==> src/rtl/hazard_scoreboard.sv <==
// Load-use / WAW interlock scoreboard: tracks rd of outstanding loads, stalls decode on hazards.
// Optional HAZARD_SCOREBOARD_WB_BYPASS_EN treats a register written back this cycle as already free.
module hazard_scoreboard #(
    parameter int NREG    = 32,
    parameter int AW      = 5,
    parameter int MAX_OUT = 4
) (
    input  logic          clk,
    input  logic          reset,
    input  logic          issue_valid,
    input  logic          issue_is_load,
    input  logic [AW-1:0] issue_rd,
    input  logic [AW-1:0] issue_rs1,
    input  logic [AW-1:0] issue_rs2,
    input  logic          issue_use_rs1,
    input  logic          issue_use_rs2,
    input  logic          wb_valid,
    input  logic [AW-1:0] wb_rd,
    input  logic          flush,
    output logic          stall,
    output logic [3:0]    busy_count,
    output logic          full,
    output logic [15:0]   stall_cycles
);

    logic [NREG-1:0] busy_q, busy_d;
    logic [3:0]      count_q, count_d;
    logic            full_q, full_d;
    logic [15:0]     stall_cycles_q, stall_cycles_d;

    logic [NREG-1:0] busy_eff;
    logic            hazard_rs1, hazard_rs2, hazard_waw, hazard_cap;
    logic            rd_nz, wb_clear, issue_set;

`ifdef HAZARD_SCOREBOARD_WB_BYPASS_EN
    always_comb begin
        busy_eff = busy_q;
        if (wb_valid) busy_eff[wb_rd] = 1'b0;
    end
`else
    assign busy_eff = busy_q;
`endif

    assign rd_nz      = (issue_rd != '0);
    assign hazard_rs1 = issue_use_rs1 && busy_eff[issue_rs1];
    assign hazard_rs2 = issue_use_rs2 && busy_eff[issue_rs2];
    assign hazard_waw = issue_is_load && rd_nz && busy_eff[issue_rd];
    assign hazard_cap = issue_is_load && rd_nz && full_q;

    assign stall = issue_valid && !flush &&
                   (hazard_rs1 || hazard_rs2 || hazard_waw || hazard_cap);

    // Writeback only retires a register that is actually tracked, so count cannot underflow.
    assign wb_clear  = wb_valid && (wb_rd != '0) && busy_q[wb_rd];
    assign issue_set = issue_valid && !stall && !flush && issue_is_load && rd_nz;

    always_comb begin
        busy_d  = busy_q;
        count_d = count_q;
        if (flush) begin
            busy_d  = '0;
            count_d = '0;
        end else begin
            // Clear before set: same-register issue+writeback leaves the bit set.
            if (wb_clear)  busy_d[wb_rd]    = 1'b0;
            if (issue_set) busy_d[issue_rd] = 1'b1;
            count_d = count_q + {3'b000, issue_set} - {3'b000, wb_clear};
        end
        busy_d[0] = 1'b0;
        full_d    = !flush && (count_d == 4'(MAX_OUT));
    end

    always_comb begin
        stall_cycles_d = stall_cycles_q;
        if (issue_valid && stall && (stall_cycles_q != 16'hFFFF))
            stall_cycles_d = stall_cycles_q + 16'd1;
    end

    always_ff @(posedge clk) begin
        if (reset) begin
            busy_q         <= '0;
            count_q        <= '0;
            full_q         <= 1'b0;
            stall_cycles_q <= '0;
        end else begin
            busy_q         <= busy_d;
            count_q        <= count_d;
            full_q         <= full_d;
            stall_cycles_q <= stall_cycles_d;
        end
    end

    assign busy_count   = count_q;
    assign full         = full_q;
    assign stall_cycles = stall_cycles_q;

endmodule

==> config.mk <==
export PLATFORM = sky130hd
export DESIGN_NAME = hazard_scoreboard
export DESIGN_NICKNAME = d
export VERILOG_FILES = /design/src/rtl/hazard_scoreboard.sv
export SDC_FILE = /design/constraint.sdc
export NUM_CORES = 1
export LEC_CHECK = 0
export CAP_MARGIN = 30
export CORE_MARGIN = 4
export CORE_UTILIZATION = 60
export CTS_BUF_LIST = sky130_fd_sc_hd__clkbuf_8 sky130_fd_sc_hd__clkbuf_16
export DETAILED_ROUTE_END_ITERATION = 16
export PLACE_DENSITY = 0.84
export SKIP_CTS_REPAIR_TIMING = 1
export SLEW_MARGIN = 40
export SYNTH_ARGS = -nofsm -noshare
export SYNTH_HDL_FRONTEND = slang
export SYNTH_SLANG_ARGS = --single-unit
==> constraint.sdc <==
create_clock -name clk -period 9.75 [get_ports clk]
set_input_delay 0.975 -clock clk [delete_from_list [all_inputs] [get_ports clk]]
set_output_delay 0.975 -clock clk [all_outputs]
set_load 0.02 [all_outputs]
==> After elaboration in Yosys (flattened, before gate mapping) <==
Cells that the tools add are included.
{ "totals": {"reg_bits": 53, "in_bits": 28, "output_inout_bits": 22, "wordCells": 61} }
{ "classes": {"addsub": 3, "magnitude_cmp": 6, "n_eq_ne": 2, "muxes": 16, "bitwise": 3, "n_reduce_logical": 26} }
{ "ops": {"columns": ["operator", "n"], "rows": [
  ["32-bit two-way mux", 3],
  ["32-bit AND", 1],
  ["32-bit NOT", 1],
  ["32-bit bitwise OR", 1],
  ["5-bit by 6-bit less-than comparator with 1-bit output (second input constant)", 4],
  ["1-bit binary-select mux with 5-bit select", 4],
  ["1-bit logical AND", 18],
  ["16-bit by 1-bit adder with 16-bit output (second input constant)", 1],
  ["16-bit != test (second input constant)", 1],
  ["1-bit demux with 5-bit select", 2],
  ["5-bit by 1-bit >= comparator with 1-bit output (second input constant)", 2],
  ["5-bit nonzero test", 2],
  ["1-bit two-way mux", 6],
  ["4-bit by 1-bit adder with 4-bit output", 1],
  ["4-bit by 3-bit equality test with 1-bit output (second input constant)", 1],
  ["4-bit two-way mux", 1],
  ["4-bit by 1-bit subtractor with 4-bit output", 1],
  ["1-bit logical OR", 3],
  ["1-bit zero test", 2],
  ["2-bit OR reduction", 1]
]} }

==> Depth between registers and ports, before layout <==
Gate-level depths: netlist of the first run.
{ "depth": {"depth_word": 17, "mapped_depth": 16, "depth_no_buf": 14} }

==> Worst setup path after synthesis of the first run <==
Ideal clock, no wire load.
{ "synth_timing": {"path_type": "input port to flip-flop", "from": "input wb_rd[0]", "to": "register full_q (netlist: full)", "arrival_time_ns": 4.165, "required_ns": 9.659, "setup_slack_ns": 5.494, "path_stages": 15, "n_path_buf": 2, "cell_sequence": "clkbuf_1 > buf_1 > mux4_2 > a41oi_1 > o2111ai_1 > nand2_1 > inv_1 > ha_1 > inv_1 > ha_1 > inv_1 > fa_1 > xor2_1 > nor3_1 > nor4bb_1"} }
{ "synth_via": {"elab_chain_cells": 7} }
{ "synth_rtl": {"columns": ["element", "line", "text"], "rows": [
  ["from (decl)", "18", "input logic [AW-1:0] wb_rd,"],
  ["1-bit binary-select mux with 5-bit select or 5-bit nonzero test (tied branches)", "54", "assign wb_clear = wb_valid && (wb_rd != '0) && busy_q[wb_rd];"],
  ["1-bit two-way mux (implied by the code) or 1-bit logical AND (tied branches)", "54", null],
  ["1-bit logical AND *", "54", null],
  ["4-bit by 1-bit subtractor with 4-bit output *", "67", "count_d = count_q + {3'b000, issue_set} - {3'b000, wb_clear};"],
  ["4-bit two-way mux *", "60", "if (flush) begin"],
  ["4-bit by 3-bit equality test with 1-bit output *", "70", "full_d = !flush && (count_d == 4'(MAX_OUT));"],
  ["1-bit logical AND *", "70", null],
  ["to (signal assigned)", "88", "full_q <= full_d;"],
  ["to (decl)", "28", "logic full_q, full_d;"]
]} }
Mark *: on every way between the ends. The rest lies on a longest branch, timed or not. The select of a mux whose other input is x is not followed.
A chain may end at the register's enable or synchronous reset.

==> Worst setup path in the final report of the first run <==
{ "layout_timing": {"from": "input issue_rd[0]", "to": "output stall"} }
{ "layout_via": {"elab_chain_cells": 6} }
{ "layout_rtl": {"columns": ["element", "line", "text"], "rows": [
  ["from (decl)", "12", "input logic [AW-1:0] issue_rd,"],
  ["1-bit binary-select mux with 5-bit select or 5-bit nonzero test (tied branches)", "47, 44", null],
  ["1-bit two-way mux (implied by the code) or 1-bit logical AND (tied branches)", "47, 48", null],
  ["1-bit logical AND", "47", "assign hazard_waw = issue_is_load && rd_nz && busy_eff[issue_rd];"],
  ["1-bit logical OR", "51", "(hazard_rs1 || hazard_rs2 || hazard_waw || hazard_cap);"],
  ["1-bit logical OR *", "51", null],
  ["1-bit logical AND *", "50", "assign stall = issue_valid && !flush &&"],
  ["to (decl)", "20", "output logic stall,"]
]} }
Marked as above.

==> results of run 1 <==
worst min-delay path by stage:
stage,slack (ns),start,cells past startpoint,endpoint
floorplan,0.48,busy_eff[16]$_SDFF_PP0_,2,busy_eff[16]$_SDFF_PP0_
global placement,0.48,stall_cycles[10]$_SDFFE_PP0P_,2,stall_cycles[10]$_SDFFE_PP0P_
detailed placement,0.49,stall_cycles[10]$_SDFFE_PP0P_,2,stall_cycles[10]$_SDFFE_PP0P_
CTS,0.51,stall_cycles[10]$_SDFFE_PP0P_,2,stall_cycles[10]$_SDFFE_PP0P_
global route,0.52,stall_cycles[10]$_SDFFE_PP0P_,2,stall_cycles[10]$_SDFFE_PP0P_
finish,0.50,stall_cycles[10]$_SDFFE_PP0P_,2,stall_cycles[10]$_SDFFE_PP0P_
flip-flops by register name, indices dropped and copies added, names as in the netlist:
register,flops
busy_count,4
stall_cycles,16
busy_eff,31
full,1
final cells by class:
type                            instances  share of cell area (%)
Multi-Input combinational cell        290                    57.3
Sequential cell                        52                    24.7
Timing Repair Buffer                   51                    11.8
Clock buffer                            7                    2.29
Tap cell                               75                    2.23
Inverter                               11                   0.980
Clock inverter                          1                   0.713
per-stage QoR:
| step | utilization, % | area, sq um | worst slack [ns] | instances |
|---|---|---|---|---|
| detailed placement | 69.1 | 4090 | 4.37 | 479 |
| finish | 71.2 | 4210 | 4.31 | 487 |
| floorplan | - | 3640 | 5.49 | 382 |
| global route | 71.2 | 4210 | 4.20 | 487 |
| CTS | 71.3 | 4220 | 4.36 | 487 |
| global placement | 69.2 | 4100 | 4.44 | 479 |
cells in the final DEF, fill, tap and decap left out, types with 3 or more instances in the layout:
master | netlist | routed
dfxtp_1 | 52 | 52
clkdlybuf4s50_1 | 0 | 47
o211ai_1 | 29 | 29
o21ai_0 | 26 | 26
mux4_2 | 21 | 21
nor2_1 | 18 | 17
nor2b_1 | 15 | 15
nand3_1 | 15 | 15
nand2_1 | 15 | 15
a21oi_1 | 13 | 13
mux2i_1 | 10 | 10
inv_1 | 10 | 10
o31ai_1 | 9 | 9
nand2b_1 | 8 | 8
nor3_1 | 8 | 8
mux2_2 | 7 | 7
nand3b_1 | 7 | 7
o21ai_1 | 7 | 7
or4_1 | 7 | 7
clkbuf_8 | 0 | 7
a22oi_1 | 5 | 5
and3_1 | 5 | 5
ha_1 | 5 | 5
and2_1 | 4 | 4
nand4_1 | 4 | 4
mux2_4 | 4 | 4
mux4_1 | 3 | 3
or3_1 | 3 | 3
o311ai_0 | 3 | 3
cell families (layout without fill, tap and decap cells):
kind of cell	after synthesis	count (layout)	share of synthesized area (%)
flip-flops	52	52	28.6
AND/OR/NAND/NOR	125	125	20.9
multiplexers	45	45	21.7
adder cells (fa/ha/maj)	6	6	2.27
XOR/XNOR	3	3	0.721
AO/OA/AOI/OAI	111	111	20.6
buffers and inverters	40	70	5.22
synth_stat cells (all sizes together), types with 2 or more instances:
cell type / instances
a211oi: 3
a21oi: 13
a22oi: 5
a31oi: 2
a41oi: 3
and2: 4
and3: 5
buf: 11
clkbuf: 18
dfxtp: 52
ha: 5
inv: 11
mux2: 11
mux2i: 10
mux4: 24
nand2: 15
nand2b: 8
nand3: 15
nand3b: 8
nand4: 4
nand4b: 2
nor2: 19
nor2b: 15
nor3: 9
nor3b: 2
nor4b: 4
o211ai: 29
o21ai: 33
o311ai: 4
o31ai: 9
or3: 3
or3b: 2
or4: 7
xor2: 2
where the power goes:
group,switching [mW],internal (mW)
clock network,0.0742,0.0906
registers,0.000705,0.213
logic,0.0337,0.0245
metal layers:
metal	global-route usage, %	up-vias	routed length (microns)
met2	48.6	231	4970
met4	16.1	0	575
li1	-	1551	-
met3	7.49	53	1120
met1	37.2	1643	4200
met5	0	-	0
worst register-to-register path: stages (launching register included):
cell      delay [ns]
dfxtp_1         0.37
mux4_2          0.47
mux2_2          0.28
o21ai_0         0.34
a21oi_1         0.17
nor4b_4         0.39
inv_1           0.09
ha_1            0.27
inv_1           0.06
ha_1            0.16
inv_1           0.05
fa_1            0.37
xor2_1          0.15
nor3_1          0.20
nor4bb_1        0.28
==> flow_metrics.tcl, run 1 <==
set metrics [dict create \
    status "completed" \
    io_buffer_count 49 \
    ys_seq_area_share_pct 28.6 \
    layout.area.seq_sq_um 1040 \
    power_leakage_nw 1.37 \
    multi_input_area_sq_um 2420 \
    grt-ovfl-total 0 \
    skew_ns 0.00674 \
    crit_start "issue_rd[0]" \
    synth_edf_count 0 \
    core_sq_um 5920 \
    critPathSlowestCell "clkdlybuf4s50_1" \
    endpoint "stall" \
    crit_family "buffers and inverters" \
    worstSkewPairLatency_ns 0.32 \
    hold_viol_final 0 \
    vias_per_cell 7.14 \
    yosysTopAreaCell "dfxtp_1" \
    grt_pass1_wl_microns 17500 \
    yosysWarningCount 0 \
    synthFlopType "dfxtp_1" \
    cts-htree-levels 2 \
    worst_slew_pin_slew_ns 0.871 \
    clkTransAtPathRegs_ns 0.09 \
    antenna_cells 0 \
    fillers 469 \
    tns_ns 0 \
    path_common_cell "clkdlybuf4s50_1" \
    synth-seq-cells 52 \
    relSlewSlack_pct 41.8 \
    yosys.area.top_type_share_pct 28.6 \
    drt_iter0_markers 391 \
    place_congestion 1.03 \
    initial_core_util_pct 61.6 \
    worstSetupPathDepth 9 \
    r2r_slack_ns 6.01 \
    die_x_microns 85.9 \
    cts-root-buf "clkbuf_8" \
    rr_worst_depth 14 \
    num_rows 28 \
    dp_hpwl_microns 7600 \
    grt_pass1_vias 3501 \
    finalCritPeriodShare_pct 55.8 \
    crit_arrival_ns 4.46 \
    worstSetupPathType "input pin to output pin" \
    cts_buffers 5 \
    drv_cap 0 \
    start_kind "input pin" \
    synth_fp_nets 416 \
    maxSlewViolCount 0 \
    p_total_uw 437 \
    avgSynthCellArea_sq_um 9.54 \
    r2r_start "busy_eff[23]$_SDFF_PP0_" \
    gr-usage-all-layers_pct 30.2 \
    cts_buffer_depth 2 \
    rsz0062_at_grt "no" \
    async_flop_share_pct 0 \
    die_h_microns 85.9 \
    wl_microns 10900 \
    fin_nets 445 \
    drc 0 \
    path_buf_inv 4 \
    max_stage_delay_ns 1.04 \
    power_density_nw_per_um2 104 \
    clkSinkCount 52 \
    max_freq_mhz 184 \
    die_area_sq_um 7390 \
    timing.hold.ws_ns 0.505 \
    yosysUniqueCellTypes 65 \
    worstPathCellList "clkdlybuf4s50_1 > mux4_1 > mux2_2 > a32o_1 > nand3b_4 > a211oi_2 > buf_4 > inv_2 > clkdlybuf4s50_1" \
    post-route-min-period_ns 5.44 \
    avgRoutedWirePerCell_microns 22.3 \
    synth_area_leaders "dfxtp_1 29%, mux4_2 13%, o211ai_1 6.0%" \
    drt-pass1-iter-count 6 \
    peakVddDrop_mv 0.0724 \
    netlist_area_sq_um 3640 \
    end_kind "output pin" \
    crit_fanout 25 \
    vias 3478 \
    synth_cells 382 \
    drive_gt1_share_pct 13.6 \
    grt_max_degree 36 \
    setup-violations-final 0 \
    ant_nets 0 \
    cts_tree "done" \
    io_pins 50 \
    crit_required_ns 8.78 \
    hold_path_class "flop to flop" \
    antenna_found_initial 0 \
    rr_endpoint "full$_SDFF_PP0_" \
    syn_to_final_growth_pct 15.6 \
]
No activity file was read; power rests on OpenSTA's default activity.
==> inputs of run 2 (changes only) <==
--- a/config.mk
+++ b/config.mk
@@ -7,10 +7,10 @@
 export LEC_CHECK = 0
 export CAP_MARGIN = 30
 export CORE_MARGIN = 4
-export CORE_UTILIZATION = 60
+export CORE_UTILIZATION = 56
 export CTS_BUF_LIST = sky130_fd_sc_hd__clkbuf_8 sky130_fd_sc_hd__clkbuf_16
 export DETAILED_ROUTE_END_ITERATION = 16
-export PLACE_DENSITY = 0.84
+export PLACE_DENSITY = 0.79
 export SKIP_CTS_REPAIR_TIMING = 1
 export SLEW_MARGIN = 40
 export SYNTH_ARGS = -nofsm -noshare
==> constraint.sdc (replaced) <==
create_clock -name clk -period 5.7 [get_ports clk]
set_input_delay 0.57 -clock clk [delete_from_list [all_inputs] [get_ports clk]]
set_output_delay 0.57 -clock clk [all_outputs]
set_load 0.02 [all_outputs]
==> flow_metrics.tcl, run 2 (same netlist as run 1, synthesis figures left out) <==
set metrics [dict create \
    vias_per_cell 7.11 \
    rsz0062_at_grt "no" \
    finalCritPeriodShare_pct 78.2 \
    cts_buffer_depth 2 \
    drt-pass1-iter-count 6 \
    p_total_uw 664 \
    max_stage_delay_ns 0.81 \
    whs_path_depth 2 \
    cts-htree-levels 2 \
    die_x_microns 88.7 \
    num_rows 29 \
    power_density_nw_per_um2 159 \
    relSlewSlack_pct 48.6 \
    swShare_pct 26.4 \
    crit_family "buffers and inverters" \
    worstSetupPathDepth 15 \
    drive_gt1_share_pct 13.3 \
    finalCoreUtilization_pct 66.0 \
    path_common_cell "inv_1" \
    cts_buffers 5 \
    final_cells 490 \
    ant_nets 0 \
    p_comb_share_pct 15.0 \
    rr_endpoint "full$_SDFF_PP0_" \
    io_pins 50 \
    status "completed" \
    power.internal_uw 489 \
    drv_cap 0 \
    die_h_microns 88.7 \
    rr_worst_depth 14 \
    mostFrequentLayoutCells "52 x dfxtp_1, 48 x clkdlybuf4s50_1, 29 x o211ai_1, 26 x o21ai_0, 21 x mux4_2" \
    antenna_cells 0 \
    critPathSlowestCell "clkdlybuf4s50_1" \
    vias 3485 \
    grt-ovfl-total 0 \
    drc 0 \
    setup-violations-final 0 \
    worstPathCellList "clkdlybuf4s50_1 > mux4_2 > mux2_2 > a22oi_1 > a21oi_1 > nor4b_4 > inv_1 > ha_1 > inv_1 > ha_1 > inv_1 > fa_1 > xor2_1 > nor3_1 > nor4bb_1" \
    largest_register_ffs 31 \
    crit_required_ns 5.92 \
    initial_core_util_pct 57.4 \
    r2r_slack_ns 2.03 \
    worst_slew_pin_slew_ns 0.769 \
    worstSkewPairLatency_ns 0.31 \
    dp_cells 483 \
    crit_fanout 8 \
    max_freq_mhz 224 \
    peakVddDrop_mv 0.124 \
    drt_iter0_markers 360 \
    fin_ws_ns 1.24 \
    start_kind "input pin" \
    post-route-min-period_ns 4.46 \
    skew_ns 0.00588 \
    switchingPower_uw 175 \
    core_sq_um 6350 \
    hold_viol_final 0 \
    power_leakage_nw 1.36 \
    r2r_start "busy_eff[22]$_SDFF_PP0_" \
    worstSetupPathType "input pin to flop" \
    dp_hpwl_microns 7590 \
    crit_start "issue_rs1[1]" \
    die_area_sq_um 7860 \
    final_common_cell "dfxtp_1" \
    syn_to_final_growth_pct 14.9 \
    cts-root-buf "clkbuf_8" \
    wl_microns 10600 \
    grt_pass1_vias 3301 \
    grt_pass1_wl_microns 16700 \
    cts_tree "done" \
    fin_nets 447 \
    endpoint "full$_SDFF_PP0_" \
    end_kind "flop" \
    tns_ns 0 \
    clkSinkCount 52 \
    place_ws_ns 0.916 \
    hold_path_class "flop to flop" \
    path_buf_inv 4 \
    maxSlewViolCount 0 \
    antenna_found_initial 0 \
    clkTransAtPathRegs_ns 0.09 \
    crit_arrival_ns 4.67 \
    seqPwrFrac_pct 55.0 \
    place_congestion 1.02 \
    pwr-share-clk_pct 30.0 \
    avgRoutedWirePerCell_microns 21.6 \
    io_buffer_count 49 \
    grt_max_degree 35 \
    gr-usage-all-layers_pct 28.0 \
]
run 2: power groups by stage:
stage / clock [mW] / combinational [mW] / sequential [mW]
floorplan: 0 / 0.0621 / 0.374
global placement: 0 / 0.0972 / 0.374
detailed placement: 0 / 0.0975 / 0.374
CTS: 0.204 / 0.0979 / 0.365
global route: 0.215 / 0.106 / 0.365
finish: 0.199 / 0.0998 / 0.365
run 2: worst min path at each step:
stage / startpoint / endpoint
4_1_cts: stall_cycles[10]$_SDFFE_PP0P_ / stall_cycles[10]$_SDFFE_PP0P_
3_5_place_dp: stall_cycles[7]$_SDFFE_PP0P_ / stall_cycles[7]$_SDFFE_PP0P_
5_1_grt: stall_cycles[7]$_SDFFE_PP0P_ / stall_cycles[7]$_SDFFE_PP0P_
6_report: stall_cycles[7]$_SDFFE_PP0P_ / stall_cycles[7]$_SDFFE_PP0P_
3_3_place_gp: stall_cycles[10]$_SDFFE_PP0P_ / stall_cycles[10]$_SDFFE_PP0P_
2_1_floorplan: busy_eff[16]$_SDFF_PP0_ / busy_eff[16]$_SDFF_PP0_
run 2: layer usage:
metal / track usage [%] / vias to the layer above / part of all wire, %
met5: 0 / - / 0
met4: 14.0 / 0 / 4.1
met3: 4.84 / 41 / 8.9
met2: 45.0 / 207 / 47
met1: 36.2 / 1680 / 40
li1: - / 1557 / -
run 2: cell type report:
type,count,area (sq um)
Clock buffer,5,68.8
Clock inverter,2,8.76
Fill cell,513,2160
Inverter,11,41.3
Multi-Input combinational cell,290,2420
Sequential cell,52,1040
Tap cell,77,96.3
Timing Repair Buffer,53,515
run 2: worst register-to-register path: stages (launching register included):
cell      delay, ns
dfxtp_1        0.38
mux4_2         0.49
mux2_2         0.29
o21ai_0        0.24
a21oi_1        0.13
nor4b_4        0.37
inv_1          0.10
ha_1           0.30
inv_1          0.07
ha_1           0.16
inv_1          0.06
fa_1           0.37
xor2_1         0.15
nor3_1         0.17
nor4bb_1       0.31
run 2: metrics by stage:
step / cell area (sq um) / hold WS (ns)
4_1_cts: 4190 / 0.508
3_5_place_dp: 4110 / 0.491
3_3_place_gp: 4120 / 0.478
6_report: 4190 / 0.509
2_1_floorplan: 3640 / 0.485
5_1_grt: 4190 / 0.532
